`config.mk`:
```
export PLATFORM = sky130hd
export DESIGN_NAME = exc_sequencer_flat
export DESIGN_NICKNAME = d
export VERILOG_FILES = /design/src/rtl/exc_sequencer_pkg.sv /design/src/rtl/exc_sequencer_if.sv /design/src/rtl/exc_drain_cnt.sv /design/src/rtl/exc_sequencer.sv /design/src/flat_wrapper.sv
export SDC_FILE = /design/constraint.sdc
export NUM_CORES = 1
export LEC_CHECK = 0
export CAP_MARGIN = 10
export CORE_MARGIN = 4
export CORE_UTILIZATION = 25
export DETAILED_ROUTE_END_ITERATION = 10
export MAX_ROUTING_LAYER = met4
export PLACE_DENSITY = 0.66
export SETUP_SLACK_MARGIN = 0.1
export SLEW_MARGIN = 20
export SYNTH_ARGS = -nofsm -noshare
export SYNTH_HDL_FRONTEND = slang
export SYNTH_SLANG_ARGS = --single-unit
```
`constraint.sdc`:
```
create_clock -name clk -period 4.07 [get_ports clk]
set_clock_uncertainty 0.1 [all_clocks]
set_input_delay 0.814 -clock clk [delete_from_list [all_inputs] [get_ports clk]]
set_output_delay 0.814 -clock clk [all_outputs]
set_load 0.02 [all_outputs]
```
`src/rtl/exc_sequencer_pkg.sv`:
```
// rtl/exc_sequencer_pkg.sv - shared state encodings and CP0 ExcCode constants for the trap sequencer
package exc_sequencer_pkg;

   typedef enum logic [1:0] {
      ST_RUN   = 2'd0,
      ST_TRAP  = 2'd1,
      ST_ERET  = 2'd2,
      ST_DRAIN = 2'd3
   } seq_state_t;

   localparam logic [31:0] HANDLER_PC_DEF = 32'h0000_4180;

   localparam logic [4:0] EXC_INT  = 5'd0;
   localparam logic [4:0] EXC_ADEL = 5'd4;
   localparam logic [4:0] EXC_ADES = 5'd5;
   localparam logic [4:0] EXC_RI   = 5'd10;
   localparam logic [4:0] EXC_OV   = 5'd12;

endpackage

```
`src/rtl/exc_sequencer_if.sv`:
```
// rtl/exc_sequencer_if.sv - M-stage/CP0 inputs and trap strobes/redirect outputs of the sequencer
interface exc_sequencer_if;
   logic        m_valid;
   logic [31:0] pc_m;
   logic        bd_m;
   logic [4:0]  exc_code_m;
   logic        eret_m;
   logic        mtc0_sr_m;
   logic [5:0]  hw_int;
   logic [5:0]  sr_im;
   logic        sr_ie;
   logic        sr_exl;
   logic [31:0] epc;

   logic        exl_set;
   logic        exl_clr;
   logic [4:0]  cp0_exc_code;
   logic        cp0_bd;
   logic [31:0] cp0_pc;
   logic        flush;
   logic        redirect;
   logic [31:0] redirect_pc;
   logic        busy;

   modport master (
      output m_valid, pc_m, bd_m, exc_code_m, eret_m, mtc0_sr_m,
             hw_int, sr_im, sr_ie, sr_exl, epc,
      input  exl_set, exl_clr, cp0_exc_code, cp0_bd, cp0_pc,
             flush, redirect, redirect_pc, busy
   );

   modport slave (
      input  m_valid, pc_m, bd_m, exc_code_m, eret_m, mtc0_sr_m,
             hw_int, sr_im, sr_ie, sr_exl, epc,
      output exl_set, exl_clr, cp0_exc_code, cp0_bd, cp0_pc,
             flush, redirect, redirect_pc, busy
   );
endinterface

```
`src/rtl/exc_drain_cnt.sv`:
```
// rtl/exc_drain_cnt.sv - loadable down-counter that stops at zero, used for drain and MTC0 guard
module exc_drain_cnt #(
   parameter int W = 3
) (
   input  logic         clk,
   input  logic         reset,
   input  logic         load,
   input  logic [W-1:0] load_val,
   output logic [W-1:0] count
);

   always_ff @(posedge clk) begin
      if (reset) begin
         count <= '0;
      end else if (load) begin
         count <= load_val;
      end else if (count != '0) begin
         count <= count - 1'b1;
      end
   end

endmodule

```
`src/rtl/exc_sequencer.sv`:
```
// rtl/exc_sequencer.sv - picks one trap event per cycle at M, drives CP0 strobes, flush and PC redirect
module exc_sequencer
   import exc_sequencer_pkg::*;
#(
   parameter logic [31:0] HANDLER_PC   = HANDLER_PC_DEF,
   parameter int          DRAIN_CYCLES = 2,
   parameter int          MTC0_GUARD   = 1
) (
   input  logic           clk,
   input  logic           reset,
   exc_sequencer_if.slave bus
);

   seq_state_t state;
   logic [2:0] drain_cnt;
   logic [1:0] guard_cnt;
   logic       in_run;
   logic       exc_ev;
   logic       irq_ev;
   logic       ert_ev;
   logic       accept;
   logic       drain_load;
   logic       guard_load;

   always_comb begin
      in_run = (state == ST_RUN);
      exc_ev = in_run & bus.m_valid & (bus.exc_code_m != 5'd0) & ~bus.sr_exl;
      irq_ev = in_run & bus.m_valid & (|(bus.hw_int & bus.sr_im)) & bus.sr_ie
               & ~bus.sr_exl & (guard_cnt == 2'd0);
      ert_ev = in_run & bus.m_valid & bus.eret_m & (bus.exc_code_m == 5'd0);
      accept = exc_ev | irq_ev | ert_ev;
      drain_load = (state == ST_TRAP) | (state == ST_ERET);
      // An MTC0 that coincides with an accepted trap is squashed, so it must not arm the guard
      guard_load = in_run & bus.m_valid & bus.mtc0_sr_m & ~accept;
   end

   exc_drain_cnt #(.W(3)) u_drain_cnt (
      .clk      (clk),
      .reset    (reset),
      .load     (drain_load),
      .load_val (3'(DRAIN_CYCLES - 1)),
      .count    (drain_cnt)
   );

   exc_drain_cnt #(.W(2)) u_guard_cnt (
      .clk      (clk),
      .reset    (reset),
      .load     (guard_load),
      .load_val (2'(MTC0_GUARD)),
      .count    (guard_cnt)
   );

   always_ff @(posedge clk) begin
      if (reset) begin
         state            <= ST_RUN;
         bus.exl_set      <= 1'b0;
         bus.exl_clr      <= 1'b0;
         bus.flush        <= 1'b0;
         bus.redirect     <= 1'b0;
         bus.redirect_pc  <= 32'd0;
         bus.cp0_exc_code <= 5'd0;
         bus.cp0_bd       <= 1'b0;
         bus.cp0_pc       <= 32'd0;
         bus.busy         <= 1'b0;
      end else begin
         bus.exl_set  <= 1'b0;
         bus.exl_clr  <= 1'b0;
         bus.flush    <= 1'b0;
         bus.redirect <= 1'b0;
         case (state)
            ST_RUN: begin
               if (exc_ev || irq_ev) begin
                  bus.cp0_exc_code <= exc_ev ? bus.exc_code_m : EXC_INT;
                  bus.cp0_bd       <= bus.bd_m;
                  bus.cp0_pc       <= bus.pc_m;
                  bus.exl_set      <= 1'b1;
                  bus.flush        <= 1'b1;
                  bus.redirect     <= 1'b1;
                  bus.redirect_pc  <= HANDLER_PC;
                  bus.busy         <= 1'b1;
                  state            <= ST_TRAP;
               end else if (ert_ev) begin
                  bus.exl_clr     <= 1'b1;
                  bus.flush       <= 1'b1;
                  bus.redirect    <= 1'b1;
                  bus.redirect_pc <= bus.epc;
                  bus.busy        <= 1'b1;
                  state           <= ST_ERET;
               end
            end
            ST_TRAP, ST_ERET: begin
               state <= ST_DRAIN;
            end
            ST_DRAIN: begin
               if (drain_cnt == 3'd0) begin
                  state    <= ST_RUN;
                  bus.busy <= 1'b0;
               end
            end
            default: begin
               state    <= ST_RUN;
               bus.busy <= 1'b0;
            end
         endcase
      end
   end

endmodule

```
`src/flat_wrapper.sv`:
```
// flat-port wrapper written by rule: the top's interface ports become plain ports
module exc_sequencer_flat import exc_sequencer_pkg::*;
#(
   parameter logic [31:0] HANDLER_PC   = HANDLER_PC_DEF,
   parameter int          DRAIN_CYCLES = 2,
   parameter int          MTC0_GUARD   = 1
)
  (clk, reset, bus_m_valid, bus_pc_m, bus_bd_m, bus_exc_code_m, bus_eret_m, bus_mtc0_sr_m, bus_hw_int, bus_sr_im, bus_sr_ie, bus_sr_exl, bus_epc, bus_exl_set, bus_exl_clr, bus_cp0_exc_code, bus_cp0_bd, bus_cp0_pc, bus_flush, bus_redirect, bus_redirect_pc, bus_busy);
  exc_sequencer_if bus_i ();
  input  logic clk;
  input  logic reset;
  input wire logic [$bits(bus_i.m_valid)-1:0] bus_m_valid;
  input wire logic [$bits(bus_i.pc_m)-1:0] bus_pc_m;
  input wire logic [$bits(bus_i.bd_m)-1:0] bus_bd_m;
  input wire logic [$bits(bus_i.exc_code_m)-1:0] bus_exc_code_m;
  input wire logic [$bits(bus_i.eret_m)-1:0] bus_eret_m;
  input wire logic [$bits(bus_i.mtc0_sr_m)-1:0] bus_mtc0_sr_m;
  input wire logic [$bits(bus_i.hw_int)-1:0] bus_hw_int;
  input wire logic [$bits(bus_i.sr_im)-1:0] bus_sr_im;
  input wire logic [$bits(bus_i.sr_ie)-1:0] bus_sr_ie;
  input wire logic [$bits(bus_i.sr_exl)-1:0] bus_sr_exl;
  input wire logic [$bits(bus_i.epc)-1:0] bus_epc;
  output wire logic [$bits(bus_i.exl_set)-1:0] bus_exl_set;
  output wire logic [$bits(bus_i.exl_clr)-1:0] bus_exl_clr;
  output wire logic [$bits(bus_i.cp0_exc_code)-1:0] bus_cp0_exc_code;
  output wire logic [$bits(bus_i.cp0_bd)-1:0] bus_cp0_bd;
  output wire logic [$bits(bus_i.cp0_pc)-1:0] bus_cp0_pc;
  output wire logic [$bits(bus_i.flush)-1:0] bus_flush;
  output wire logic [$bits(bus_i.redirect)-1:0] bus_redirect;
  output wire logic [$bits(bus_i.redirect_pc)-1:0] bus_redirect_pc;
  output wire logic [$bits(bus_i.busy)-1:0] bus_busy;
  assign bus_i.m_valid = bus_m_valid;
  assign bus_i.pc_m = bus_pc_m;
  assign bus_i.bd_m = bus_bd_m;
  assign bus_i.exc_code_m = bus_exc_code_m;
  assign bus_i.eret_m = bus_eret_m;
  assign bus_i.mtc0_sr_m = bus_mtc0_sr_m;
  assign bus_i.hw_int = bus_hw_int;
  assign bus_i.sr_im = bus_sr_im;
  assign bus_i.sr_ie = bus_sr_ie;
  assign bus_i.sr_exl = bus_sr_exl;
  assign bus_i.epc = bus_epc;
  assign bus_exl_set = bus_i.exl_set;
  assign bus_exl_clr = bus_i.exl_clr;
  assign bus_cp0_exc_code = bus_i.cp0_exc_code;
  assign bus_cp0_bd = bus_i.cp0_bd;
  assign bus_cp0_pc = bus_i.cp0_pc;
  assign bus_flush = bus_i.flush;
  assign bus_redirect = bus_i.redirect;
  assign bus_redirect_pc = bus_i.redirect_pc;
  assign bus_busy = bus_i.busy;
  exc_sequencer #(.HANDLER_PC(HANDLER_PC), .DRAIN_CYCLES(DRAIN_CYCLES), .MTC0_GUARD(MTC0_GUARD)) u_core (.clk(clk), .reset(reset), .bus(bus_i));
endmodule
```
==> impl_metrics.py <==
metrics = {
    "setup_path": {
        "worstPathArrival_ns": 3.01,
        "worstPathCellList": "clkdlybuf4s50_1 > a22oi_1 > a311oi_4 > buf_4 > nor3_1 > a211oi_1",
        "path_max_fanout": 33,
        "worstSetupStartpointType": "input port",
        "slowest_stage": "a311oi_4",
        "slowest_delay_ns": 0.75,
        "worstSetupEndpointType": "register",
        "cp.depth": 6,
        "cp.required_ns": 4.22,
        "worstSetupPathType": "in2reg",
        "reg2reg_depth": 7,
        "path_delay_family": "compound AO/OA/AOI/OAI gates",
        "worst-path-buf-inv": 2,
    },
    "synth": {
        "synth_xor_area_frac": 0.00559,
        "synthArstFlopShare": 0,
        "synth_area_leaders": "dfxtp_1 (52%), a22o_1 (7.8%), a21oi_1 (6.1%), o21ai_0 (5.4%), nand3_1 (5.3%)",
        "synth_compound_area_frac": 0.254,
        "avgSynthCellArea_um2": 9.56,
        "syn-num-nets": 423,
        "synth.most_common_cell": "dfxtp_1",
        "ys_types": 44,
        "synth_seq_area_share": 0.517,
        "synthAdderAreaFrac": 0.0240,
        "synth_ff_type": "dfxtp_1",
        "synth_mux_area_frac": 0.00639,
        "ys_warn_count": 0,
        "synth_seq_cells": 81,
        "synthCells": 328,
        "synth_top_family_by_area": "compound AO/OA/AOI/OAI gates",
        "synth_common_cells": "dfxtp_1 (81), a21oi_1 (38), o21ai_0 (34)",
        "synth-simple-area-share": 0.136,
        "syn_area_um2": 3130,
        "synth_top_area_share": 0.517,
        "synth_edf_count": 0,
        "synth_area_leader_cell": "dfxtp_1",
    },
    "detailed_routing": {
        "drtAntennaViolNets": 0,
        "drt_pass1_iterations": 4,
        "vias": 3137,
        "drc": 0,
        "viasPerCell": 4.83,
        "wire_per_inst_um": 15.5,
        "drt_wl_total_mm": 10.1,
        "drt_iter0_drc": 187,
    },
    "flow_run": {
        "cap_violations": 0,
    },
    "clocking": {
        "cts.sinks": 81,
        "cts_root_buf": "clkbuf_16",
        "post_cts_resized": 0,
        "cts_tree": "yes",
        "post_cts_buffers": 0,
        "h-tree-depth": 3,
        "cts_hold_buf": 0,
        "clk_pin_slew_ns": 0.06,
        "clk_path_buf_depth": 2,
        "clock_latency_ns": 0.33,
        "cts-buffers-inserted": 9,
    },
    "placement": {
        "gp_congestion": 0.755,
        "io_buffers": 163,
        "dp_hpwl_mm": 7.26,
        "placed_cell_area_um2": 4920,
        "dp_slack_ns": 0.860,
        "dp.cells": 634,
    },
    "final_layout": {
        "num_antenna_cells": 0,
        "final_layout_size_suffix_gt1_frac": 0.0664,
        "fin_nets": 572,
        "layout.cells.non_filler": 650,
        "fillCellCount": 1201,
        "final_cell_area_um2": 5250,
        "multi_input_area_um2": 1370,
        "area.sequential_um2": 1620,
        "area_delta_synth_final_pct": 67.5,
    },
    "floorplanning": {
        "coreArea_um2": 12200,
        "boundaryPins": 164,
        "die_w_um": 120,
        "start_util": 0.258,
        "fp.dieH_um": 120,
        "std_cell_rows": 40,
        "dieArea_um2": 14400,
    },
    "timing": {
        "worst_slew_pin_slew_ns": 0.750,
        "final_hold_viol_count": 0,
        "setup_viol": 0,
        "slew_headroom": 0.500,
        "period_share": 0.703,
        "worst_slack_ns": 1.21,
        "max_freq_ghz": 0.350,
        "layout_min_cycle_time_ns": 2.86,
        "tns_ns": 0,
        "slew_viol_final": 0,
        "rsz0062_at_grt": "false",
        "hold_ws_ns": 0.364,
    },
    "run_status": {
        "status": "finished clean",
    },
    "global_route": {
        "grt_pass1_vias": 3187,
        "antenna_found_initial": 0,
        "use_met3": 0.0467,
        "grt_use_total": 0.143,
        "grt_max_degree": 48,
        "overflow": 0,
        "grt_util_met1": 0.176,
        "top_usage_layer": "met2",
        "grt_pass1_wl_mm": 16.0,
        "met2_usage": 0.216,
    },
    "power_and_ir_drop": {
        "p_leak_nw": 1.85,
        "irDropWorstVdd_v": 0.000231,
        "power_density_nw_per_um2": 495,
    },
    "min_path": {
        "min_path_type": "reg2reg",
        "min_path_cells": 2,
    },
}
## cell type report
cell class              count  area share
clock inverters             6      0.0174
clock buffers              10      0.0455
well taps                 168      0.0400
flip-flops and latches     81       0.309
multi-input cells         207       0.260
repair buffers            170       0.322
inverters                   8     0.00572
## cell families (layout without fill, tap and decap cells)
logic type               count (synthesis)  in the layout
AO/OA/AOI/OAI                          122            122
flip-flops                              81             81
AND/OR/NAND/NOR                         75             75
buffers and inverters                   40            194
adder cells (fa/ha/maj)                  6              6
XOR/XNOR                                 2              2
multiplexers                             2              2
## layout by cell type (no fill, tap or decap), drive strengths merged, types with 5 or more instances in the layout
| cell | synthesis | layout |
|---|---|---|
| buf | 8 | 8 |
| a32oi | 5 | 5 |
| clkbuf | 24 | 10 |
| nor3 | 11 | 11 |
| ha | 6 | 6 |
| clkdlybuf4s50 | 0 | 162 |
| nand3 | 33 | 33 |
| dfxtp | 81 | 81 |
| inv | 8 | 8 |
| o21ai | 34 | 34 |
| a22o | 28 | 28 |
| a21oi | 38 | 38 |
| nor2 | 11 | 11 |
| nor4 | 5 | 5 |
## worst register-to-register path: cells and delay by family (launching register included)
family	cells	cell delay, ns
compound gates	2	0.93
simple gates	2	0.32
flops	1	0.33
fa+ha+maj	1	0.27
buf+inv	2	0.53
## per-layer routing
metal / vias to the layer above / wire (µm)
met1: 1464 / 4590
met2: 141 / 4420
met5: - / 0
li1: 1515 / -
met3: 17 / 863
met4: 0 / 208
## per-stage QoR
stage | power, W | util
2_1_floorplan | 0.00141 | -
3_3_place_gp | 0.00171 | 0.404
3_5_place_dp | 0.00174 | 0.404
4_1_cts | 0.00265 | 0.432
5_1_grt | 0.00277 | 0.432
6_report | 0.00260 | 0.432
## power breakdown
group          internal (W)  total [W]  switching [W]
registers          0.000888   0.000941      0.0000523
logic              0.000356   0.000775       0.000419
clock network      0.000556   0.000882       0.000326
total               0.00180    0.00260       0.000797
## registers in the layout (all words and copies together) (netlist names)
signal	flops
u_core.bus.exl_clr	1
u_core.bus.cp0_bd	1
u_core.u_drain_cnt.count	3
u_core.bus.busy	1
u_core.bus.cp0_exc_code	5
u_core.u_guard_cnt.count	2
u_core.bus.exl_set	1
u_core.state	2
u_core.bus.flush	1
u_core.bus.cp0_pc	32
u_core.bus.redirect_pc	32
## path summary, 6_finish.rpt
check / startpoint / endpoint / slack, ns
max: bus_hw_int[5] / u_core.u_guard_cnt.count[1]$_SDFFE_PP0N_ / 1.21
min reg2reg: u_core.bus.cp0_pc[6]$_SDFFE_PP0P_ / u_core.bus.cp0_pc[6]$_SDFFE_PP0P_ / 0.36
min: u_core.bus.cp0_pc[6]$_SDFFE_PP0P_ / u_core.bus.cp0_pc[6]$_SDFFE_PP0P_ / 0.36
max reg2reg: u_core.state[1]$_SDFFE_PP0P_ / u_core.u_guard_cnt.count[1]$_SDFFE_PP0N_ / 1.52
(Power assumes the default switching activity.)
